--- src/rtl/alu_packet_proc.sv ---
// rtl/alu_packet_proc.sv - packet parser: echo payload or add/sub 32-bit operands
module alu_packet_proc #(
  parameter logic [7:0] OPC_ECHO = 8'hEC,
  parameter logic [7:0] OPC_ADD  = 8'hA0,
  parameter logic [7:0] OPC_SUB  = 8'hA1
) (
  input  logic       clk,
  input  logic       rst,
  input  logic [7:0] s_axis_tdata,
  input  logic       s_axis_tvalid,
  output logic       s_axis_tready,
  output logic [7:0] m_axis_tdata,
  output logic       m_axis_tvalid,
  input  logic       m_axis_tready,
  output logic       err_o
);

  typedef enum logic [2:0] {
    S_IDLE, S_RSV, S_LEN_LO, S_LEN_HI, S_ECHO, S_ACC, S_SEND, S_DRAIN
  } state_t;

  state_t      state, state_next;
  logic [7:0]  opcode;
  logic [7:0]  len_lo;
  logic [15:0] cnt;
  logic [23:0] opnd;
  logic [31:0] acc;
  logic [1:0]  byte_idx;
  logic        first;
  logic        ready;
  logic        s_fire, m_fire;

  // Header decode values, valid during the LEN_HI byte.
  logic [15:0] l_full, pay;
  logic        is_echo, is_acc;
  logic [31:0] word, acc_new;

  assign l_full  = {s_axis_tdata, len_lo};
  assign pay     = l_full - 16'd4;
  assign is_echo = (opcode == OPC_ECHO) && (l_full >= 16'd4);
  assign is_acc  = ((opcode == OPC_ADD) || (opcode == OPC_SUB)) &&
                   (l_full >= 16'd8) && (l_full[1:0] == 2'b00);
  assign word    = {s_axis_tdata, opnd};
  assign acc_new = first ? word : ((opcode == OPC_SUB) ? acc - word : acc + word);

  // Ready is a function of state and output occupancy only, never of s_axis_tvalid.
  always_comb begin
    ready = 1'b0;
    case (state)
      S_IDLE, S_RSV, S_LEN_LO, S_LEN_HI, S_ACC, S_DRAIN: ready = 1'b1;
      S_ECHO:  ready = (cnt != 16'd0) && (!m_axis_tvalid || m_axis_tready);
      default: ready = 1'b0;
    endcase
  end

  assign s_axis_tready = ready && !rst;
  assign s_fire        = s_axis_tvalid && s_axis_tready;
  assign m_fire        = m_axis_tvalid && m_axis_tready;

  // State register.
  always_ff @(posedge clk or posedge rst) begin
    if (rst) state <= S_IDLE;
    else     state <= state_next;
  end

  // Next-state selection.
  always_comb begin
    state_next = state;
    case (state)
      S_IDLE:   if (s_fire) state_next = S_RSV;
      S_RSV:    if (s_fire) state_next = S_LEN_LO;
      S_LEN_LO: if (s_fire) state_next = S_LEN_HI;
      S_LEN_HI: begin
        if (s_fire) begin
          if (is_echo)             state_next = (pay == 16'd0) ? S_IDLE : S_ECHO;
          else if (is_acc)         state_next = S_ACC;
          else if (l_full > 16'd4) state_next = S_DRAIN;
          else                     state_next = S_IDLE;
        end
      end
      // Leave once the last byte is in and the output register has emptied.
      S_ECHO:  if ((cnt == 16'd0) && (!m_axis_tvalid || m_axis_tready)) state_next = S_IDLE;
      S_ACC:   if (s_fire && (cnt == 16'd1)) state_next = S_SEND;
      S_SEND:  if (m_fire && (byte_idx == 2'd3)) state_next = S_IDLE;
      S_DRAIN: if (s_fire && (cnt == 16'd1)) state_next = S_IDLE;
      default: state_next = S_IDLE;
    endcase
  end

  // Datapath: header capture, payload counting, accumulation and output register.
  always_ff @(posedge clk or posedge rst) begin
    if (rst) begin
      opcode        <= 8'd0;
      len_lo        <= 8'd0;
      cnt           <= 16'd0;
      opnd          <= 24'd0;
      acc           <= 32'd0;
      byte_idx      <= 2'd0;
      first         <= 1'b0;
      m_axis_tdata  <= 8'd0;
      m_axis_tvalid <= 1'b0;
      err_o         <= 1'b0;
    end else begin
      err_o <= 1'b0;
      case (state)
        S_IDLE:   if (s_fire) opcode <= s_axis_tdata;
        S_LEN_LO: if (s_fire) len_lo <= s_axis_tdata;
        S_LEN_HI: begin
          if (s_fire) begin
            cnt      <= pay;
            byte_idx <= 2'd0;
            first    <= 1'b1;
            if (!is_echo && !is_acc) err_o <= 1'b1;
          end
        end
        S_ECHO: begin
          if (s_fire) begin
            m_axis_tdata  <= s_axis_tdata;
            m_axis_tvalid <= 1'b1;
            cnt           <= cnt - 16'd1;
          end else if (m_fire) begin
            m_axis_tvalid <= 1'b0;
          end
        end
        S_ACC: begin
          if (s_fire) begin
            opnd     <= word[31:8];
            byte_idx <= byte_idx + 2'd1;
            cnt      <= cnt - 16'd1;
            if (byte_idx == 2'd3) begin
              acc   <= acc_new;
              first <= 1'b0;
              if (cnt == 16'd1) begin
                m_axis_tdata  <= acc_new[7:0];
                m_axis_tvalid <= 1'b1;
              end
            end
          end
        end
        // acc is shifted down so the next byte to send is always acc[15:8].
        S_SEND: begin
          if (m_fire) begin
            byte_idx     <= byte_idx + 2'd1;
            m_axis_tdata <= acc[15:8];
            acc          <= {8'd0, acc[31:8]};
            if (byte_idx == 2'd3) m_axis_tvalid <= 1'b0;
          end
        end
        S_DRAIN: if (s_fire) cnt <= cnt - 16'd1;
        default: ;
      endcase
    end
  end

endmodule

--- config.mk ---
export PLATFORM = sky130hd
export DESIGN_NAME = alu_packet_proc
export DESIGN_NICKNAME = d
export VERILOG_FILES = /design/src/rtl/alu_packet_proc.sv
export SDC_FILE = /design/constraint.sdc
export NUM_CORES = 1
export LEC_CHECK = 0
export CAP_MARGIN = 5
export CORE_UTILIZATION = 36
export DETAILED_ROUTE_END_ITERATION = 8
export PLACE_DENSITY_LB_ADDON = 0.12
export SKIP_CTS_REPAIR_TIMING = 1
export SYNTH_ARGS = -nofsm -noshare
export SYNTH_HDL_FRONTEND = slang
export SYNTH_SLANG_ARGS = --single-unit
--- constraint.sdc ---
create_clock -name clk -period 8.71 [get_ports clk]
set_input_delay 2.613 -clock clk [delete_from_list [all_inputs] [get_ports clk]]
set_output_delay 2.613 -clock clk [all_outputs]
set_load 0.05 [all_outputs]
[Word-level counts from Yosys, hierarchy flattened]
Index checks and enable logic that the tools add are counted.
Word-level totals
  bits in registers: 104
  bits in latches: 0
  memory bits (writable): 0
  ROM bits: 0
  input bits: 12
  output and inout bits: 11
  memories kept: 0
Operators by class
  add/subtract/negate cells: 5
  multipliers: 0
  div/mod/pow operators: 0
  magnitude comparators: 3
  equality and inequality tests: 28
  shift operators: 0
  muxes and demuxes: 47
  bitwise operators: 0
  reduce and logical (&&, ||, !) cells: 39
Operators with widths (number)
  two-way mux 32 bit: 5
  one-hot mux 32 bit (2 select lines): 1
  two-way mux 8 bit: 5
  two-way mux 3 bit: 12
  adder 32 bit: 1
  logical NOT 16 bit: 2
  two-way mux 16 bit: 2
  one-hot mux 16 bit (2 select lines): 1
  subtractor 32 bit: 1
  inequality test 2 bit (second input constant): 14
  equality test 8 bit (second input constant): 3
  one-hot mux 3 bit (8 select lines): 1
  one-hot mux 8 bit (3 select lines): 1
  equality test 16 x 1 -> 1 bit (second input constant): 1
  greater-or-equal comparator 16 x 3 -> 1 bit (second input constant): 1
  greater-or-equal comparator 16 x 4 -> 1 bit (second input constant): 1
  greater-than comparator 16 x 3 -> 1 bit (second input constant): 1
  nonzero test 16 bit: 1
  subtractor 16 x 1 -> 16 bit (second input constant): 1
  subtractor 16 x 3 -> 16 bit (second input constant): 1
  equality test 3 bit (second input constant): 4
  two-way mux 1 bit: 12
  AND reduction 4 bit: 3
  logical AND 1 bit: 11
  other kinds (23): 36

[Logic depth before layout (Yosys ltp)]
Gate-level depths: netlist of the first run.
  depth after elaboration: 9
  depth in mapped cells: 19
  depth with buffers taken out: 18

[Worst setup path after synthesis of the first run]
OpenSTA, ideal clock, no wires.
  path kind: input -> output
  from: in rst
  to: out s_axis_tready
  arrival time: 5.393 ns
  path slack: 0.704 ns
  stages on the path: 2
  path buffers: 0
  cell sequence: inv_1 > o21a_1
Between the ends
  cells in the longest elaborated chain, start to end: 2
RTL lines
  start: declaration: RTL line 8  | input logic rst,
  logical NOT 1 bit (no source line)
  logical AND 1 bit: RTL line 56  | assign s_axis_tready = ready && !rst;
  end: declaration: RTL line 11  | output logic s_axis_tready,
No other way between the ends.

[Worst setup path in the final report of the first run]
  from: in m_axis_tready
  to: out s_axis_tready
Between the ends
  cells in the longest elaborated chain, start to end: 4
RTL lines
  start: declaration: RTL line 14  | input logic m_axis_tready,
  logical OR 1 bit: RTL line 51  | S_ECHO: ready = (cnt != 16'd0) && (!m_axis_tvalid || m_axis_tready);
  logical AND 1 bit: RTL line 51
  one-hot mux 1 bit (2 select lines): RTL line 49  | case (state)
  logical AND 1 bit: RTL line 56
No other way between the ends.

==> results.md, run 1 <==
Floorplan:
- After floorplanning, the core was sized to cover 0.0212 sq mm.
- From bottom edge to top edge, the die measures 149 microns.
- The floorplan has 53 rows.
- Pin placement for this block handled 23 I/O pins.
- The initial utilization of the core area, before any placement, comes to 0.369.
- From left edge to right edge, the die measures 149 microns.
- The die covers 0.0223 sq mm.

Placement:
- The cell total after placement is 1176.
- The placed instances occupy a cell area of 0.00826 sq mm.
- Port buffering added 22 buffers.
- Routability-driven placement finished with a final weighted congestion of 0.839.
- Detailed placement finished with a half-perimeter wire length of 17.3 mm.

Job:
- Across the run, the number of max-cap violations was 0.

Power:
- The portion of total power attributed to sequential cells is 0.263.
- Of the total power, combinational logic draws 0.633.
- The leakage power of the design is 3.59 nW.
- The share of total power dissipated in the clock network is 0.104.
- The maximum VDD drop is 0.000143 V.
- The areal power density over the cells is 456 mW/mm^2.
- The cell-internal power is 0.00192 W.
- Of the total power, the share spent switching nets is 0.507.
- The analysis attributes to net switching a power of 0.00197 W.

STA:
- The clock arrives with 8.92 ps of skew.
- The worst hold margin is 480 ps.
- The count of final max-slew check failures came to 0.
- Setup repair after global routing left no endpoint under its margin.
- The total negative slack is 0 ps.
- The total count of hold-check failures in the final report is 0.
- For the pin with the worst max-slew slack, the measured transition is 895 ps.
- Setup violations remaining at the end of the flow were counted as 0.
- The highest attainable clock frequency is 142 MHz.
- The relative slew slack is 0.403.
- The shortest clock period the worst path allows after layout is 7050 ps.
- Dividing the final minimum period by the clock period gives 0.809.

Clock tree:
- TritonCTS built the clock tree.
- Clock latency on the worst-skew pair, taken at its later pin, is 350 ps.
- The clock tree root buffer cell is sky130_fd_sc_hd__clkbuf_16.
- The clock slew seen by the registers of the worst setup and hold paths is 80 ps.
- The maximum count of clock buffers along a single path is 2.
- The number of clock sinks seen by CTS is 104.
- The TritonCTS buffer count is 9.
- In this run the number of H-tree levels came out at 3.

Layout:
- The repair_antennas step left the layout with diodes totalling 0.
- The finished layout holds 1192 standard cells, fillers aside.
- Once layout is complete, the utilization of the core stands at 0.404.
- From synthesis to final layout, the design area changed by 9.25%.
- The area taken by multi-input logic gates is 0.00496 sq mm.
- After filler insertion, the fill cell instance count of the layout stands at 2188.
- In the final layout, flip-flops and latches occupy 0.00260 sq mm.
- The number of nets in the finished design is 963.
- The library cells used most frequently in the layout, excluding fill and tap cells, are 103 x sky130_fd_sc_hd__nand2_1, 103 x sky130_fd_sc_hd__dfrtp_1, 101 x sky130_fd_sc_hd__o21ai_0, 73 x sky130_fd_sc_hd__a21oi_1, 69 x sky130_fd_sc_hd__nor2_1.
- The final design instance area without fill is 0.00854 sq mm.
- The fraction of layout cells with a size suffix above 1 is 0.0905.

Drt:
- The uppermost signal routing layer after detailed routing is met4.
- The total routed wire length on the met1 layer is 11.6 mm.
- The DRC violations left is 0.
- The first detailed-routing pass ran for 5 iterations.
- Once detail routing completed, the nets flagged for antenna violations numbered 0.
- The met3 wire length is 765 microns.
- The routed design uses 10.8 mm of met2 wire.
- The detailed router's first-iteration violation count is 428.
- The detailed-route wire length per cell is 19.7 microns.
- The wire length reported by the detailed router is 23.4 mm.
- In the routed layout, each cell is associated on average with a via count of 5.75.
- Across all layers, the routed design uses 6858 vias.

Synthesis:
- The cell area that synthesis handed to floorplanning was 0.00781 sq mm.
- The mean post-synth cell area is 8.48 sq um.
- The fraction of registers with async set or reset after synthesis is 1.00.
- The number of warnings reported in the yosys synthesis log is 0.
- The instance count of the mapped netlist is 922.
- The post-synthesis net count is 973.
- For this run, the leading register cell type out of synthesis is sky130_fd_sc_hd__dfrtp_1.
- Synthesis instantiated 70 different standard cells from the library.
- The synthesized design contains 104 register bits.
- The synthesized design contains 0 enable-type register cells.
- Of the synthesized area, sequential elements account for 0.333.

Worst hold path:
- The path type of the worst min-delay path is reg -> reg.
- The number of stages on the worst hold path is 2.
- The startpoint identified for the worst hold timing path is m_axis_tdata[5]$_DFFE_PP0P_.
- The end point of the most critical hold path is m_axis_tdata[5]$_DFFE_PP0P_.

Global routing:
- The number of antenna violations at the first check in global routing is 0.
- For this run, the total global-route usage over all layers was measured as 0.220.
- For this run the aggregate overflow at the end of global routing stands at 0.
- The maximum number of pins on one net before global-route repair is 62.
- The number of global-route vias before repair is 6614.
- The first global-routing pass estimated 37.6 mm of wire.

Setup path:
- The startpoint identified for the worst register-to-register timing path is opnd[2]$_DFFE_PP0P_.
- The critical path launch point type is a primary input.
- The worst reg2reg path endpoint is acc[30]$_DFFE_PP0P_.
- STA classifies the critical path endpoint as an output pin.
- The register-to-register path setup slack is 3710 ps.
- The setup path with the least slack is of type in -> out.
- The depth of the worst register-to-register path is 15.
- Of all nets on the critical path, the largest fanout is 3.
- The signal arrival time at the worst endpoint is 4430 ps.
- At the worst endpoint, the required time is 6100 ps.

Status:
- The run finished with clean final reports.
==> routing by layer <==
metal | vias up | global-route usage
met3 | 17 | 0.0251
met4 | 0 | 0.0444
li1 | 3352 | -
met1 | 3384 | 0.316
met5 | - | 0
met2 | 105 | 0.354
==> stage by stage <==
step | setup slack (ps) | power, W
2_1_floorplan | 704 | 0.00282
3_3_place_gp | 1680 | 0.00348
3_5_place_dp | 1680 | 0.00348
4_1_cts | 1670 | 0.00390
5_1_grt | 1570 | 0.00426
6_report | 1660 | 0.00389
==> cell type report <==
class	count	share of cell area
clock buffer	11	0.0284
clock inverter	5	0.00469
inverter	16	0.00733
multi-input combinational	750	0.581
sequential	104	0.305
tap	275	0.0403
timing repair buffer	31	0.0337
==> logic make-up after synthesis <==
group | share of synthesized area
AND/OR/NAND/NOR | 0.187
AO/OA/AOI/OAI | 0.235
flip-flops | 0.333
XOR/XNOR | 0.0784
buffers and inverters | 0.0330
multiplexers | 0.0696
adder cells (fa/ha/maj) | 0.0634
==> worst max path at each step <==
| stage | cells past startpoint | slack, ps | from | endpoint |
|---|---|---|---|---|
| after floorplan | 2 | 700 | rst | s_axis_tready |
| after global placement | 5 | 1680 | m_axis_tready | s_axis_tready |
| after detailed placement | 5 | 1680 | m_axis_tready | s_axis_tready |
| after CTS | 5 | 1670 | m_axis_tready | s_axis_tready |
| after global routing | 5 | 1570 | m_axis_tready | s_axis_tready |
| final | 5 | 1660 | m_axis_tready | s_axis_tready |
==> power groups by stage <==
stage	combinational [W]	sequential (W)	clock (W)
finish	0.00246	0.00102	0.000406
CTS	0.00246	0.00102	0.000416
detailed placement	0.00245	0.00103	0
floorplan	0.00187	0.000941	0
global placement	0.00245	0.00103	0
global route	0.00276	0.00107	0.000436
==> worst max-delay path, cell delays in order <==
cell and delay [ps]:
sky130_fd_sc_hd__clkdlybuf4s50_1 510, sky130_fd_sc_hd__nor2b_1 70, sky130_fd_sc_hd__a211oi_1 290, sky130_fd_sc_hd__o21a_1 150
sky130_fd_sc_hd__clkdlybuf4s50_1 790
==> flip-flops by register name (all words and copies together) (netlist names) <==
signal / flops
byte_idx: 2
cnt: 16
opcode: 8
len_lo: 8
first: 1
state: 3
opnd: 24
m_axis_tdata: 8
m_axis_tvalid: 1
err_o: 1
acc: 32
==> cells in the mapped netlist, drive strengths merged, types with 7 or more instances <==
cell / n / area [sq um]
a21o: 16 / 120
a21oi: 73 / 365
a221oi: 9 / 78.8
a22o: 7 / 61.3
and3: 10 / 62.6
buf: 8 / 32.5
clkbuf: 44 / 165
dfrtp: 104 / 2600
ha: 38 / 475
inv: 15 / 56.3
mux2: 43 / 484
nand2: 104 / 390
nand2b: 11 / 68.8
nand3: 24 / 120
nor2: 69 / 259
nor2b: 11 / 68.8
nor3: 24 / 141
nor4: 9 / 56.3
o211ai: 17 / 128
o21ai: 103 / 515
o31ai: 8 / 60.1
xnor2: 35 / 307
xor2: 35 / 307
Power figures use the tool's default switching activity.
==> inputs of run 2 (changes only) <==
Clock period 8.71 ns to 5.7 ns, I/O delays scaled along.
==> results.md, run 2 (same netlist as run 1, synthesis figures left out) <==
Status:
- The run finished with clean final reports.

Floorplan:
- The die outline area is 0.0223 sq mm.
- The die outline height is 149 microns.
- For this configuration, the core starts out at a cell density of 0.369.
- The floorplan step set the die width to 149 microns.
- Row generation in the floorplan step produced 53 rows.
- 23 I/O pins were placed.
- In this run the standard cell core region covers 0.0212 sq mm.

Setup path:
- The critical path data required time is 3990 ps.
- The worst setup path is launched from a primary input.
- The worst setup path category is in -> out.
- STA classifies the critical path endpoint as an output pin.
- Data arrives at the worst endpoint at 2960 ps.
- Of all nets on the critical path, the largest fanout is 17.

STA:
- Setup violations remaining at the end of the flow were counted as 0.
- The total count of hold-check failures in the final report came to 0.
- The clock skew is 8.72 ps.
- The final worst-path cycle share is 0.819.
- Derived from the worst setup path, the maximum achievable clock frequency is 214 MHz.
- The count of final max-slew check failures came to 0.
- For the pin with the worst max-slew slack, the measured transition is 921 ps.
- Setup repair after global routing left no endpoint under its margin.
- Once routing completed, OpenROAD measured the worst setup slack at 1030 ps.
- In the final timing run, aggregate negative setup slack is 0 ps.
- The shortest clock period the worst path allows after layout is 4670 ps.
- Headroom to the max-slew limit came out at 0.386.

Global routing:
- The met3 usage is 0.0257.
- Global routing finished with a remaining overflow of 0.
- In the global route stage, overall resource usage came out at 0.221.
- The wire length of the first global-routing pass is 37.7 mm.
- The met2 track demand over resource is 0.346.
- The maximum number of pins on one net before global-route repair is 67.
- For met1 alone, demand over resource in global routing was 0.324.
- The number of antenna violations at the first check in global routing came to 0.
- The number of global-route vias before repair is 6569.
- The most heavily used metal layer in global routing is met2.

Clock tree:
- Clock latency on the worst-skew pair, taken at its later pin, is 360 ps.
- The clock slew seen by the registers of the worst setup and hold paths is 80 ps.
- Counting along the longest clock path gives a buffer depth of 2.
- The TritonCTS buffer count is 9.
- In this run the number of H-tree levels came out at 3.
- The clock tree from TritonCTS is built.
- The number of clock sinks seen by CTS is 104.
- The clock tree root buffer cell is sky130_fd_sc_hd__clkbuf_16.

Drt:
- The routed layout has 6886 vias.
- The first routing iteration left 399 violations.
- The number of detailed-route iterations in the first pass is 5.
- The number of antenna-violating nets in the routed design is 0.
- The detailed-route wire length per cell is 19.7 microns.
- In the routed design, unresolved DRC markers number 0.
- In the routed layout, each cell is associated on average with a via count of 5.74.
- Summed over all layers, the routed wires come to 23.6 mm.

Placement:
- Once detailed placement completed, the half-perimeter wirelength came to 17.6 mm.
- At the placement stage, the worst setup path has a slack of 975 ps.
- The post-placement cell area is 0.00831 sq mm.
- After detailed placement, the design holds a cell count of 1183.
- The final weighted congestion in routability-driven placement is 0.839.
- The number of input and output port buffers inserted is 22.

Power:
- The leakage power of the design is 3.64 nW.
- In this run the power density over the cells is 698 mW/mm^2.
- The worst-case IR drop observed on VDD is 0.000316 V.

Worst hold path:
- The path type of the worst min-delay path is reg -> reg.

Layout:
- The number of antenna diodes is 0.
- In the layout the commonest cells are 103 x sky130_fd_sc_hd__nand2_1, 103 x sky130_fd_sc_hd__dfrtp_1, 101 x sky130_fd_sc_hd__o21ai_0, 73 x sky130_fd_sc_hd__a21oi_1, 69 x sky130_fd_sc_hd__nor2_1.
- The finished layout holds 1199 standard cells, fillers aside.
- The flip-flop count of the largest register after layout is 32.
- Counting the fill cells in the layout gives 2150.
- The largest registers in the layout are acc: 32 flops, opnd: 24 flops, cnt: 16 flops.
- The final layout contains 970 nets.
- With fillers left out, the area of the finished cells amounts to 0.00864 sq mm.
- The area growth from synthesis to layout is 10.5%.
- Counting flops per register, the top entry is acc.
- Of the cells placed in the final design, the portion with a size suffix greater than 1 is 0.0996.
- At the end of the flow the core is filled with cells to 0.408.

Job:
- The tool flagged a number of max-cap violations equal to 0.
-- run 2: cell count changes in the layout (fill, tap and decap cells not counted), sizes merged --
cell,change
buf,+8
clkdlybuf4s50,-1
clkbuf,-1
clkinvlp,+1
bufinv,+2
clkinv,+1
inv,-3
-- run 2: through the flow --
stage	power, W	hold WS (ps)
after global placement	0.00531	466
after floorplan	0.00430	456
after CTS	0.00604	493
after detailed placement	0.00531	475
final	0.00603	483
after global routing	0.00658	512
-- run 2: report_power, final --
group | total (W) | internal, W | leakage [nW] | switching, W
Clock | 0.000708 | 0.000399 | 0.155 | 0.000309
Combinational | 0.00377 | 0.00156 | 2.20 | 0.00221
Sequential | 0.00155 | 0.00108 | 1.29 | 0.000475
-- run 2: path summary, 6_finish.rpt --
path | startpoint | endpoint | slack, ps | cells past startpoint
max | rst | s_axis_tready | 1030 | 4
min | m_axis_tdata[3]$_DFFE_PP0P_ | m_axis_tdata[3]$_DFFE_PP0P_ | 480 | 2
max reg2reg | opcode[4]$_DFFE_PP0P_ | acc[24]$_DFFE_PP0P_ | 1120 | 16
min reg2reg | m_axis_tdata[3]$_DFFE_PP0P_ | m_axis_tdata[3]$_DFFE_PP0P_ | 480 | 2
max in group asynchronous | rst | first$_DFFE_PP0P_ | 2760 | 3
min in group asynchronous | rst | m_axis_tdata[7]$_DFFE_PP0P_ | 1690 | 2
-- run 2: layout make-up --
type | instances | area (sq um) | area share
multi-input cells | 750 | 4960 | 0.574
clock inverters | 6 | 92.6 | 0.0107
clock buffers | 10 | 239 | 0.0277
repair buffers | 38 | 338 | 0.0391
well taps | 275 | 344 | 0.0398
inverters | 16 | 63.8 | 0.00739
flip-flops and latches | 104 | 2600 | 0.301
-- run 2: critical path, cell delays in order --
cell and delay, ps:
sky130_fd_sc_hd__clkdlybuf4s50_1 520, sky130_fd_sc_hd__clkinvlp_4 330, sky130_fd_sc_hd__o21a_1 210, sky130_fd_sc_hd__buf_4 180
-- run 2: layer usage --
| layer | share of wire | vias up |
|---|---|---|
| met4 | 0.012 | 0 |
| met2 | 0.46 | 133 |
| met3 | 0.032 | 19 |
| met1 | 0.50 | 3382 |
| met5 | 0 | - |
| li1 | - | 3352 |
==> inputs of run 3 (changes only) <==
Clock period 5.7 ns to 4.4 ns, I/O delays scaled along.
==> results.md, run 3 (same netlist as run 1, synthesis figures left out) <==
Status:
- The run finished with clean final reports.

STA:
- The clock skew is 11.9 ps.
- The total count of hold-check failures in the final report is 0.
- The final-report setup violation count is 0.
- Setup repair after global routing could not meet its margin everywhere.
- The count of final max-slew check failures is 0.
- The transition time of the tightest slew-check pin is 848 ps.
- The final worst-path cycle share is 0.950.
- In this run the tightest slew margin relative to its limit is 0.435.
- Static timing analysis puts the maximum clock frequency at 239 MHz.
- The shortest clock period the worst path allows after layout is 4180 ps.

Floorplan:
- The initial utilization of the core area, before any placement, comes to 0.369.
- The die extent in x is 149 microns.
- After floorplanning, the core was sized to cover 0.0212 sq mm.
- The die outline height is 149 microns.
- The I/O pin count is 23.
- The floorplan has 53 rows.
- The floorplan step defined a die boundary enclosing 0.0223 sq mm.

Setup path:
- The nature of the critical path endpoint is a flip-flop.
- The top cell family by delay on the critical path is simple AND/OR/NAND/NOR gates.
- For the worst setup path, the data required time is 4650 ps.
- The number of buffers and inverters on the critical path is 0.
- The top fanout value on the critical path is 8.
- On the worst path, the slowest cell contributes a delay of 560 ps.
- The critical path goes through or4_4 -> or4_4 -> nor3_4 -> nand2b_1 -> or2_4 -> o41ai_4 -> xor2_1 -> ha_4 -> a21oi_1 -> o21ai_0 -> nand2_1 -> o21ai_0 -> a21oi_2 -> a21boi_1 -> o21ai_1 -> a41oi_1 -> a32o_1.
- The critical path launch point type is a flip-flop.
- The worst setup path is of the reg -> reg kind.
- The standard cell with the maximum stage delay on the critical path is sky130_fd_sc_hd__or4_4.
- The signal arrival time at the worst endpoint is 4430 ps.

Layout:
- The largest registers in the layout are acc: 32 flops, opnd: 24 flops, cnt: 16 flops.
- The library cells used most frequently in the layout, excluding fill and tap cells, are 103 x sky130_fd_sc_hd__nand2_1, 103 x sky130_fd_sc_hd__dfrtp_1, 98 x sky130_fd_sc_hd__o21ai_0, 69 x sky130_fd_sc_hd__nor2_1, 69 x sky130_fd_sc_hd__a21oi_1.
- Compared with the post-synthesis result, the final layout area differs by 14.0%.
- The sequential cell area is 0.00260 sq mm.
- The fraction of layout cells with a size suffix above 1 is 0.138.
- The number of nets in the finished design is 1001.
- More flip-flops sit in one register than any other, and that register is acc.
- The final design utilization is 0.421.
- In the final layout, the multi-input gates occupy 0.00502 sq mm.
- The total of fill cells in the finished design is 2147.
- The number of antenna diodes in the final layout is 0.
- The flip-flop count of the largest register after layout is 32.
- The finished layout holds 1230 standard cells, fillers aside.

Clock tree:
- The source-to-sink clock delay at the later pin of the worst-skew pair is 370 ps.
- The clock tree from TritonCTS is built.
- The clock tree root buffer cell is sky130_fd_sc_hd__clkbuf_16.
- The TritonCTS buffer count is 9.
- Counting along the longest clock path gives a buffer depth of 2.
- The clock slew seen by the registers of the worst setup and hold paths is 80 ps.
- In this run the number of H-tree levels came out at 3.
- The clock drives 104 sinks.

Drt:
- After detailed routing, the average wire length per cell comes to 19.6 microns.
- The final layout contains routed wiring with a total length of 24.1 mm.
- The DRC violations left is 0.
- The detailed router's first-iteration violation count is 434.
- The routed layout has 7020 vias.
- Using the TritonRoute via totals, the vias-per-cell ratio works out to 5.71.
- The number of detailed-route iterations in the first pass is 5.
- The number of antenna-violating nets in the routed design is 0.

Power:
- The leakage power of the design is 3.80 nW.
- The overall power consumption is 0.00799 W.
- The areal power density over the cells is 897 mW/mm^2.
- The maximum VDD drop is 0.000363 V.

Global routing:
- The maximum number of pins on one net before global-route repair is 64.
- The first global-routing pass estimated 38.9 mm of wire.
- In this run the most used layer during global routing was met2.
- The met3 usage is 0.0260.
- For this run, the total global-route usage over all layers was measured as 0.226.
- The total overflow left after global routing is 0.
- The met1 layer usage reported by global route is 0.320.
- The number of global-route vias before repair is 6833.
- In the global route stage, met2 resource usage came out at 0.366.
- The number of antenna violations at the first check in global routing is 0.

Job:
- The max-cap check violation count is 0.

Placement:
- The sum of net half-perimeters after detailed placement is 17.9 mm.
- The cell total after placement is 1212.
- The congestion estimate from routability-driven global placement came to 0.874.
- The number of input and output port buffers inserted is 22.

Worst hold path:
- In this run the worst hold path is classified as reg -> reg.
[run 3: per-stage QoR]
step / area (sq um) / hold WS (ps) / worst slack, ps / setup TNS (ps)
detailed placement: 8540 / 470 / 68.2 / 0
global placement: 8540 / 464 / 149 / 0
CTS: 8830 / 488 / 32.1 / 0
global route: 8910 / 498 / -26.4 / -32.3
floorplan: 7820 / 456 / -261 / -261
finish: 8910 / 479 / 221 / 0
[run 3: final timing paths]
kind / from / end / slack, ps / cells after the start
worst max register to register: opnd[8]$_DFFE_PP0P_ / acc[31]$_DFFE_PP0P_ / 220 / 17
worst min register to register: m_axis_tdata[3]$_DFFE_PP0P_ / m_axis_tdata[3]$_DFFE_PP0P_ / 480 / 2
min in group asynchronous: rst / cnt[14]$_DFFE_PP0P_ / 1520 / 3
worst max-delay path: opnd[8]$_DFFE_PP0P_ / acc[31]$_DFFE_PP0P_ / 220 / 17
max in group asynchronous: rst / first$_DFFE_PP0P_ / 2160 / 3
worst min-delay path: m_axis_tdata[3]$_DFFE_PP0P_ / m_axis_tdata[3]$_DFFE_PP0P_ / 480 / 2
[run 3: layout make-up]
| class | count | area share |
|---|---|---|
| Sequential cell | 104 | 0.292 |
| Multi-Input combinational cell | 750 | 0.564 |
| Clock inverter | 7 | 0.00730 |
| Timing Repair Buffer | 69 | 0.0654 |
| Clock buffer | 9 | 0.0253 |
| Tap cell | 275 | 0.0386 |
| Inverter | 16 | 0.00716 |
[run 3: layer usage]
layer | wire (microns) | share of wire
met1 | 11500 | 0.48
met2 | 11300 | 0.47
met3 | 940 | 0.039
met4 | 395 | 0.016
met5 | 0 | 0
[run 3: power by group]
group / leakage, nW / internal [W] / switching [W]
Combinational: 2.37 / 0.00222 / 0.00299
Clock: 0.140 / 0.000397 / 0.000428
Sequential: 1.29 / 0.00140 / 0.000563
Total: 3.80 / 0.00401 / 0.00399
[run 3: worst min-delay path: cells and delay by family (launching register included)]
kind	cells	cell delay [ps]
flip-flops	1	350
AND/OR/NAND/NOR	1	40
AO/OA/AOI/OAI	1	60
